$ cat config.mk
export PLATFORM = sky130hd
export DESIGN_NAME = sobel_ctrl
export DESIGN_NICKNAME = d
export VERILOG_FILES = /design/src/rtl/sobel_pkg.sv /design/src/rtl/sobel_addr_gen.sv /design/src/rtl/sobel_ctrl.sv
export SDC_FILE = /design/constraint.sdc
export NUM_CORES = 1
export LEC_CHECK = 0
export ABC_AREA = 1
export CAP_MARGIN = 20
export CORE_MARGIN = 1
export CORE_UTILIZATION = 56
export CTS_BUF_LIST = sky130_fd_sc_hd__clkbuf_2
export DETAILED_ROUTE_END_ITERATION = 10
export PLACE_DENSITY = 0.91
export SLEW_MARGIN = 10
export SYNTH_ARGS = -nofsm -noshare
export SYNTH_HDL_FRONTEND = slang
export SYNTH_SLANG_ARGS = --single-unit
$ cat constraint.sdc
create_clock -name clk -period 5.9 [get_ports clk]
set_clock_uncertainty 0.1 [all_clocks]
set_input_delay 0.885 -clock clk [delete_from_list [all_inputs] [get_ports clk]]
set_output_delay 0.885 -clock clk [all_outputs]
set_load 0.01 [all_outputs]
$ cat src/rtl/sobel_pkg.sv
// Shared definitions for the Sobel window controller: image geometry defaults,
// FSM encoding and the 3x3 tap-to-offset mapping.
package sobel_pkg;

    localparam int IMG_W_DEF  = 64;
    localparam int IMG_H_DEF  = 64;
    localparam int PIX_W_DEF  = 8;
    localparam int ADDR_W_DEF = 12;

    localparam int         N_TAPS     = 9;
    localparam logic [3:0] CENTER_TAP = 4'd4;
    localparam logic [3:0] LAST_TAP   = 4'd8;

    typedef enum logic [2:0] {
        ST_IDLE  = 3'd0,
        ST_FETCH = 3'd1,
        ST_WAIT  = 3'd2,
        ST_EMIT  = 3'd3,
        ST_DONE  = 3'd4
    } state_t;

    // Row offset (tap / 3) of a window tap, avoiding a real divider.
    function automatic logic [1:0] tap_row(input logic [3:0] tap);
        logic [1:0] r;
        case (tap)
            4'd0, 4'd1, 4'd2: r = 2'd0;
            4'd3, 4'd4, 4'd5: r = 2'd1;
            4'd6, 4'd7, 4'd8: r = 2'd2;
            default:          r = 2'd0;
        endcase
        return r;
    endfunction

    // Column offset (tap % 3) of a window tap.
    function automatic logic [1:0] tap_col(input logic [3:0] tap);
        logic [1:0] c;
        case (tap)
            4'd0, 4'd3, 4'd6: c = 2'd0;
            4'd1, 4'd4, 4'd7: c = 2'd1;
            4'd2, 4'd5, 4'd8: c = 2'd2;
            default:          c = 2'd0;
        endcase
        return c;
    endfunction

endpackage

$ cat src/rtl/sobel_addr_gen.sv
// Combinational ROM address for tap `tap` of the 3x3 window centred at (x, y).
module sobel_addr_gen
    import sobel_pkg::*;
#(
    parameter int IMG_W  = IMG_W_DEF,
    parameter int ADDR_W = ADDR_W_DEF
) (
    input  logic [ADDR_W-1:0] x,
    input  logic [ADDR_W-1:0] y,
    input  logic [3:0]        tap,
    output logic [ADDR_W-1:0] addr
);

    logic [ADDR_W-1:0] row;
    logic [ADDR_W-1:0] col;

    // x and y are always >= 1 here, so the -1 never underflows.
    always_comb begin
        row  = y - ADDR_W'(1) + ADDR_W'(tap_row(tap));
        col  = x - ADDR_W'(1) + ADDR_W'(tap_col(tap));
        addr = row * ADDR_W'(IMG_W) + col;
    end

endmodule

$ cat src/rtl/sobel_ctrl.sv
// Frame scanner for a Sobel datapath: fetches each interior pixel's 3x3
// neighbourhood from an image ROM and hands it downstream with valid/ready.
module sobel_ctrl
    import sobel_pkg::*;
#(
    parameter int IMG_W  = IMG_W_DEF,
    parameter int IMG_H  = IMG_H_DEF,
    parameter int PIX_W  = PIX_W_DEF,
    parameter int ADDR_W = ADDR_W_DEF
) (
    input  logic                 clk,
    input  logic                 reset,
    input  logic                 start,
    input  logic                 abort,
    output logic                 rd_en,
    output logic [ADDR_W-1:0]    rd_addr,
    input  logic [PIX_W-1:0]     rd_data,
    output logic [9*PIX_W-1:0]   win,
    output logic [ADDR_W-1:0]    win_addr,
    output logic                 win_valid,
    input  logic                 win_ready,
    output logic                 busy,
    output logic                 done
);

    localparam logic [ADDR_W-1:0] X_LAST = ADDR_W'(IMG_W - 2);
    localparam logic [ADDR_W-1:0] Y_LAST = ADDR_W'(IMG_H - 2);
    localparam logic [ADDR_W-1:0] ONE    = ADDR_W'(1);

    state_t            state_reg;
    logic [ADDR_W-1:0] x_reg;
    logic [ADDR_W-1:0] y_reg;
    logic [3:0]        tap_reg;
    logic              rd_en_reg;
    logic [ADDR_W-1:0] rd_addr_reg;
    logic              win_valid_reg;
    logic [ADDR_W-1:0] win_addr_reg;
    logic              done_reg;
    logic              cap_valid_reg;
    logic [3:0]        cap_tap_reg;

    // Position and tap that will be on the read bus after the next edge.
    logic [ADDR_W-1:0] x_next;
    logic [ADDR_W-1:0] y_next;
    logic [3:0]        tap_next;
    logic [ADDR_W-1:0] fetch_addr;
    logic [ADDR_W-1:0] center_addr;
    logic              last_window;

    always_comb begin
        x_next   = x_reg;
        y_next   = y_reg;
        tap_next = 4'(tap_reg + 4'd1);
        case (state_reg)
            ST_IDLE: begin
                x_next   = ONE;
                y_next   = ONE;
                tap_next = 4'd0;
            end
            ST_EMIT: begin
                tap_next = 4'd0;
                if (x_reg < X_LAST) begin
                    x_next = x_reg + ONE;
                end else begin
                    x_next = ONE;
                    y_next = y_reg + ONE;
                end
            end
            default: ;
        endcase
    end

    assign last_window = (x_reg == X_LAST) && (y_reg == Y_LAST);

    sobel_addr_gen #(
        .IMG_W  (IMG_W),
        .ADDR_W (ADDR_W)
    ) u_fetch_addr (
        .x    (x_next),
        .y    (y_next),
        .tap  (tap_next),
        .addr (fetch_addr)
    );

    // The centre tap's address is exactly y*IMG_W + x.
    sobel_addr_gen #(
        .IMG_W  (IMG_W),
        .ADDR_W (ADDR_W)
    ) u_center_addr (
        .x    (x_reg),
        .y    (y_reg),
        .tap  (CENTER_TAP),
        .addr (center_addr)
    );

    always_ff @(posedge clk or posedge reset) begin
        if (reset) begin
            state_reg     <= ST_IDLE;
            x_reg         <= ONE;
            y_reg         <= ONE;
            tap_reg       <= 4'd0;
            rd_en_reg     <= 1'b0;
            rd_addr_reg   <= '0;
            win_valid_reg <= 1'b0;
            win_addr_reg  <= '0;
            done_reg      <= 1'b0;
            cap_valid_reg <= 1'b0;
            cap_tap_reg   <= 4'd0;
        end else if (abort) begin
            state_reg     <= ST_IDLE;
            x_reg         <= ONE;
            y_reg         <= ONE;
            tap_reg       <= 4'd0;
            rd_en_reg     <= 1'b0;
            win_valid_reg <= 1'b0;
            done_reg      <= 1'b0;
            cap_valid_reg <= 1'b0;
        end else begin
            // ROM answers one cycle after the strobe, so remember which tap it was.
            cap_valid_reg <= rd_en_reg;
            cap_tap_reg   <= tap_reg;
            case (state_reg)
                ST_IDLE: begin
                    if (start) begin
                        state_reg   <= ST_FETCH;
                        x_reg       <= x_next;
                        y_reg       <= y_next;
                        tap_reg     <= tap_next;
                        rd_en_reg   <= 1'b1;
                        rd_addr_reg <= fetch_addr;
                    end
                end
                ST_FETCH: begin
                    if (tap_reg == LAST_TAP) begin
                        state_reg <= ST_WAIT;
                        rd_en_reg <= 1'b0;
                    end else begin
                        tap_reg     <= tap_next;
                        rd_addr_reg <= fetch_addr;
                    end
                end
                ST_WAIT: begin
                    state_reg     <= ST_EMIT;
                    win_valid_reg <= 1'b1;
                    win_addr_reg  <= center_addr;
                end
                ST_EMIT: begin
                    if (win_ready) begin
                        win_valid_reg <= 1'b0;
                        if (last_window) begin
                            state_reg <= ST_DONE;
                            done_reg  <= 1'b1;
                        end else begin
                            state_reg   <= ST_FETCH;
                            x_reg       <= x_next;
                            y_reg       <= y_next;
                            tap_reg     <= tap_next;
                            rd_en_reg   <= 1'b1;
                            rd_addr_reg <= fetch_addr;
                        end
                    end
                end
                ST_DONE: begin
                    state_reg <= ST_IDLE;
                    done_reg  <= 1'b0;
                    x_reg     <= ONE;
                    y_reg     <= ONE;
                    tap_reg   <= 4'd0;
                end
                default: begin
                    state_reg     <= ST_IDLE;
                    rd_en_reg     <= 1'b0;
                    win_valid_reg <= 1'b0;
                    done_reg      <= 1'b0;
                end
            endcase
        end
    end

    // One capture register per tap; the window only changes while win_valid is low.
    genvar gi;
    generate
        for (gi = 0; gi < N_TAPS; gi++) begin : g_tap
            logic [PIX_W-1:0] tap_data_reg;

            always_ff @(posedge clk or posedge reset) begin
                if (reset) begin
                    tap_data_reg <= '0;
                end else if (cap_valid_reg && (cap_tap_reg == 4'(gi))) begin
                    tap_data_reg <= rd_data;
                end
            end

            assign win[gi*PIX_W +: PIX_W] = tap_data_reg;
        end
    endgenerate

    assign rd_en     = rd_en_reg;
    assign rd_addr   = rd_addr_reg;
    assign win_valid = win_valid_reg;
    assign win_addr  = win_addr_reg;
    assign done      = done_reg;
    assign busy      = (state_reg != ST_IDLE);

endmodule

# Word level (Yosys, flattened, before mapping)
# Memory sizes are Yosys's and may differ from the RTL's.
# Cells that the tools add are included.
# Widths: inputs -> output; s select.
# word_totals
regBits	135
mem_bits_ro	128
inputBits	13
output_inout_bits	100
word_cells	141
mem_count	4
# memory_table
memory	words	width	read_ports	rd_clocked_by_memory_dff	wr	line_no	rtl
(no name shown)	16	2	1	0	0	sobel_pkg.sv:25	case (tap)
(no name shown)	16	2	1	0	0	sobel_pkg.sv:37	case (tap)
(no name shown)	16	2	1	0	0	sobel_pkg.sv:25	
(no name shown)	16	2	1	0	0	sobel_pkg.sv:37	
# classes
addsub	13
n_lt_le_gt_ge	1
eq_ne	28
n_mux	46
n_bitwise	1
reduce_logical	28
# op_table
cell	count
$mux 12	14
$pmux 12 s3	3
$pmux 12 s2	2
$add 12x1->12 const B	2
$add 12x12->12	2
$add 12x2->12	2
$eq 12x6->1 const B	2
$mux 4	6
$sub 12x1->12 const B	2
$ne 3x3->1 const B	6
$eq 4x3->1 const B	4
$pmux 4 s4	1
$mux 3	5
$add 6x2->6	2
$lt 12x6->1 const B	1
$pmux 3 s4	1
$sub 6x1->6 const B	2
$mux 1	11
$logic_and 1x1->1	10
$reduce_and 5->1	2
$eq 4x2->1 const B	2
$eq 4x4->1 const B	2
$ne 2x2->1 const B	4
$eq 3x2->1 const B	2
other kinds (20)	27

# Logic depth before layout (Yosys ltp)
# logic_depth
word_depth	9
mapped_depth	29
mapped_depth_nobuf	28

# By module
# A second synthesis with hierarchy kept.
# hier_totals
hier_cells	1139
area_unflattened_um2	8276.7
# modules_own_cells
mod	n_inst	cells_per_inst	area_per_inst_um2	seq_area_each_um2
sobel_ctrl	1	761	6107.1	3380.7
sobel_addr_gen	2	189	1084.8	0.0

# Least setup slack after synthesis
# No wires, ideal clock.
# synth_path
kind	register -> register
start	register state_reg[0]
end	register rd_addr_reg[11], in the netlist rd_addr[11]
setup_ps	117
t_arrival_ps	3792
required_ps	5683
slack_ps	1890
stages_incl_launch_ff	29
n_path_buf	1
synth_period_minus_slack_ps	4010
path_cell_list	dfrtp_1 -> nor2_2 -> nand2_2 -> nand2_2 -> buf_4 -> nor2_1 -> inv_1 -> ha_1 -> nand2_1 -> nand2_1 -> nand2_1 -> ha_1 -> inv_1 -> ha_1 -> inv_1 -> fa_1 -> xor2_1 -> ha_1 -> inv_1 -> ha_1 -> inv_1 -> nor3_1 -> nand2_1 -> o211ai_1 -> a31oi_1 -> inv_1 -> nand3_1 -> nand3_1 -> nand2_1
# synth_via
elab_chain_len	9
elab_cells_between_ends	25
cone_classes	add/sub: 5; eq/ne: 6; mux: 8; reduce/logical: 4; memory: 2
# synth_lines
item	line_no	rtl
start, declared	sobel_ctrl.sv:30	state_t state_reg;
start signal, assigned	sobel_ctrl.sv:98	state_reg <= ST_IDLE;
start signal, assigned	sobel_ctrl.sv:110	state_reg <= ST_IDLE;
start signal, assigned	sobel_ctrl.sv:125	state_reg <= ST_FETCH;
parallel branches: the longest is 9 deep, another holds $sub 12x1->12	-	
end signal, assigned	sobel_ctrl.sv:130	rd_addr_reg <= fetch_addr;
end signal, assigned	sobel_ctrl.sv:139	rd_addr_reg <= fetch_addr;
end signal, assigned	sobel_ctrl.sv:159	rd_addr_reg <= fetch_addr;
end, declared	sobel_ctrl.sv:35	logic [ADDR_W-1:0] rd_addr_reg;
# Several ways; the timed one is not identified. The select of a mux whose other input is x is not followed.
# A chain may end at the register's enable or synchronous reset.

# Final worst setup path
# Ends and elaborated chain as after synthesis.

==> impl_metrics.json <==
{
  "setup_viol": 0,
  "area.growth.synth_to_final_pct": 20.9,
  "rd_place_congestion": 0.993,
  "cts_root_buf": "sky130_fd_sc_hd__clkbuf_2",
  "critPathArrivalTime_ns": 5.27,
  "synth.avg_cell_area_um2": 8.42,
  "final_net_count": 1007,
  "report.final.hold_viol_count": 0,
  "grt_first_pass_wirelength_mm": 28.1,
  "yosysWarnings": 0,
  "power_leakage_nw": 4.20,
  "post_synth_and_or_nand_nor_area_fraction": 0.215,
  "netlist_top_cells_area": "sky130_fd_sc_hd__dfrtp_1, sky130_fd_sc_hd__nand2_1, sky130_fd_sc_hd__o21ai_0, sky130_fd_sc_hd__ha_1, sky130_fd_sc_hd__inv_1",
  "critical_path.endpoint_type": "flop",
  "power_density_nw_per_um2": 430,
  "total_placed_cells_including_tap_cells": 1102,
  "synth_edf_count": 0,
  "floorplan.initialDensity": 0.580,
  "mux_share_of_post_synthesis_cell_area": 0.00160,
  "worst_pin_slew_ns": 0.815,
  "clk_latency_ns": 0.74,
  "place_hpwl_mm": 12.8,
  "worst-path-max-fanout": 13,
  "pin_count_of_the_biggest_net_entering_global_routing": 56,
  "holdBufCountCts": 0,
  "slew_headroom": 0.457,
  "dieArea_um2": 13000,
  "grt_antenna_before_repair": 0,
  "first_iter_violations": 744,
  "yosys.area_share.adder": 0.0759,
  "cts_inserted_buffers": 17,
  "core_region_area_um2": 12200,
  "clk_transition_reported_paths_ns": 0.20,
  "std_cell_rows": 40,
  "fillCellCount": 902,
  "clock_sink_count": 135,
  "instances_no_fill": 1133,
  "synth.top_cells.by_count": "sky130_fd_sc_hd__nand2_1, sky130_fd_sc_hd__dfrtp_1, sky130_fd_sc_hd__o21ai_0, sky130_fd_sc_hd__inv_1, sky130_fd_sc_hd__nor2_1",
  "detail_route.drc_violations": 0,
  "cts_setup_buffers": 0,
  "cap_violations": 0,
  "post_syn_area_um2": 7050,
  "layout-drive-gt1-share": 0.0943,
  "cts_htree_levels": 4,
  "finalSetupTns_ns": 0,
  "layout_min_cycle_time_ns": 4.74,
  "startpoint_to_endpoint_class_of_the_critical_path": "flop to flop",
  "maxSlewViolCount": 0,
  "synth-compound-area-share": 0.127,
  "synth.yosys.seq_area_share": 0.479,
  "ir_drop_v": 0.000277,
  "worst_path_largest_cell_delay_ns": 0.47,
  "via_count_of_the_first_global_routing_pass": 5860,
  "synth-async-reset-ratio": 1.00,
  "io_pins": 113,
  "yosysTopAreaCellShare": 0.472,
  "tritoncts_clock_tree": "done",
  "post_cts.resized_instances": 0,
  "min-delay-path-class": "flop to flop",
  "dominantRegCellSynth": "sky130_fd_sc_hd__dfrtp_1",
  "synthCells": 838,
  "wl_per_cell_um": 15.1,
  "antenna_cells": 0,
  "synth_xor_area_frac": 0.0236,
  "grt_use_total": 0.279,
  "buffer_ports.inserted": 112,
  "postSynthNetCount": 892,
  "synth.most_common_cell": "sky130_fd_sc_hd__nand2_1",
  "die_width_um": 114,
  "yosys.cell_types.count": 45,
  "grt_setup_unrepaired": "false",
  "drt-pass1-iter-count": 6,
  "drt-total-wl_mm": 17.1,
  "top_cell_type_by_total_area_after_synthesis": "sky130_fd_sc_hd__dfrtp_1",
  "via_count": 6187,
  "worst_path_most_repeated_cell": "sky130_fd_sc_hd__inv_1",
  "number_of_flip_flops_under_the_largest_register_name": 72,
  "yosys_register_bits": 135,
  "critical_path_required_ns": 6.43,
  "globalRoute.totalOverflow": 0,
  "synth_top_family_by_area": "simple AND/OR/NAND/NOR gates",
  "worstSetupStartpointType": "flop",
  "status": "finished clean",
  "layout_worst_path_cycle_share": 0.803,
  "cts-root-to-sink-buffers": 2,
  "fmax_mhz": 211,
  "vias_per_std_cell": 5.46,
  "postRouteAntennaNets": 0,
  "die_h_um": 114,
  "critPathSlowestCell": "sky130_fd_sc_hd__dfrtp_1"
}
==> stage by stage <==
| stage | cell area [µm²] | worst slack, ns | total power, W | hold WS [ns] | utilization |
|---|---|---|---|---|---|
| after global placement | 8310 | 1.47 | 0.00306 | 0.360 | 0.683 |
| after CTS | 8530 | 1.25 | 0.00366 | 0.404 | 0.701 |
| after floorplan | 7050 | 1.31 | 0.00243 | 0.364 | - |
| after detailed placement | 8310 | 1.29 | 0.00313 | 0.363 | 0.683 |
| final | 8530 | 1.16 | 0.00366 | 0.407 | 0.701 |
| after global routing | 8530 | 0.837 | 0.00395 | 0.425 | 0.701 |
==> cells in the final DEF (no fill, tap or decap), types with 4 or more instances in the layout <==
cell type,instances
sky130_fd_sc_hd__clkbuf_2,18
sky130_fd_sc_hd__clkdlybuf4s50_1,112
sky130_fd_sc_hd__nand3_1,30
sky130_fd_sc_hd__o21ai_0,106
sky130_fd_sc_hd__inv_2,18
sky130_fd_sc_hd__nor4_1,4
sky130_fd_sc_hd__xor2_1,15
sky130_fd_sc_hd__ha_1,38
sky130_fd_sc_hd__o22ai_2,10
sky130_fd_sc_hd__nor2_1,44
sky130_fd_sc_hd__nand2_1,226
sky130_fd_sc_hd__nor2_2,10
sky130_fd_sc_hd__a21oi_1,16
sky130_fd_sc_hd__nand2_2,7
sky130_fd_sc_hd__nor3_1,7
sky130_fd_sc_hd__nand3b_1,5
sky130_fd_sc_hd__nand4_1,6
sky130_fd_sc_hd__xnor2_1,4
sky130_fd_sc_hd__o21ai_1,11
sky130_fd_sc_hd__inv_1,99
sky130_fd_sc_hd__dfrtp_1,133
==> cell families (layout without fill, tap and decap cells) <==
logic type | count (synthesis) | count (layout)
muxes | 1 | 1
buffers and inverters | 137 | 264
adders and majority gates | 41 | 41
xor gates and xnor gates | 19 | 19
and+or+nand+nor | 348 | 348
AOI/OAI and AO/OA | 157 | 157
DFF | 135 | 135
==> report_power, final <==
part	total, W	leakage (nW)	internal [W]	switching [W]
Sequential	0.00132	1.57	0.00117	0.000156
Combinational	0.00180	2.50	0.000797	0.00101
Clock	0.000539	0.135	0.000192	0.000348
==> worst paths after layout <==
path                                          start                       end  slack (ns)  cells past startpoint
setup / recovery                       state_reg[0]               rd_addr[11]        1.16                     28
hold / removal             g_tap[7].tap_data_reg[5]  g_tap[7].tap_data_reg[5]        0.41                      2
setup reg to reg                       state_reg[0]               rd_addr[11]        1.16                     28
hold reg to reg            g_tap[7].tap_data_reg[5]  g_tap[7].tap_data_reg[5]        0.41                      2
max in group asynchronous                     reset  g_tap[2].tap_data_reg[1]        4.19                      3
min in group asynchronous                     reset               win_addr[2]        0.42                      2
==> critical path, delay by kind of cell, from the launching register on <==
kind	cells	cell delay (ns)
AOI/OAI and AO/OA	2	0.17
and+or+nand+nor	12	1.45
adders and majority gates	5	1.43
xor gates and xnor gates	1	0.16
DFF	1	0.47
buffers and inverters	8	0.86
==> final cells by class <==
class / count / area, µm² / area share
sequential: 135 / 3380 / 0.396
tap: 168 / 210 / 0.0246
clock buffer: 18 / 90.1 / 0.0106
clock inverter: 13 / 133 / 0.0156
inverter: 119 / 449 / 0.0527
timing repair buffer: 114 / 1140 / 0.133
multi-input combinational: 566 / 3130 / 0.367
==> metal layers <==
metal	wire (µm)	share of wire	GRT usage	vias up
met5	0	0	0	-
met4	474	0.028	0.117	0
met3	1430	0.083	0.0720	50
met2	8210	0.48	0.461	286
met1	7040	0.41	0.350	2912
li1	-	-	-	2939
(Power assumes the default switching activity.)
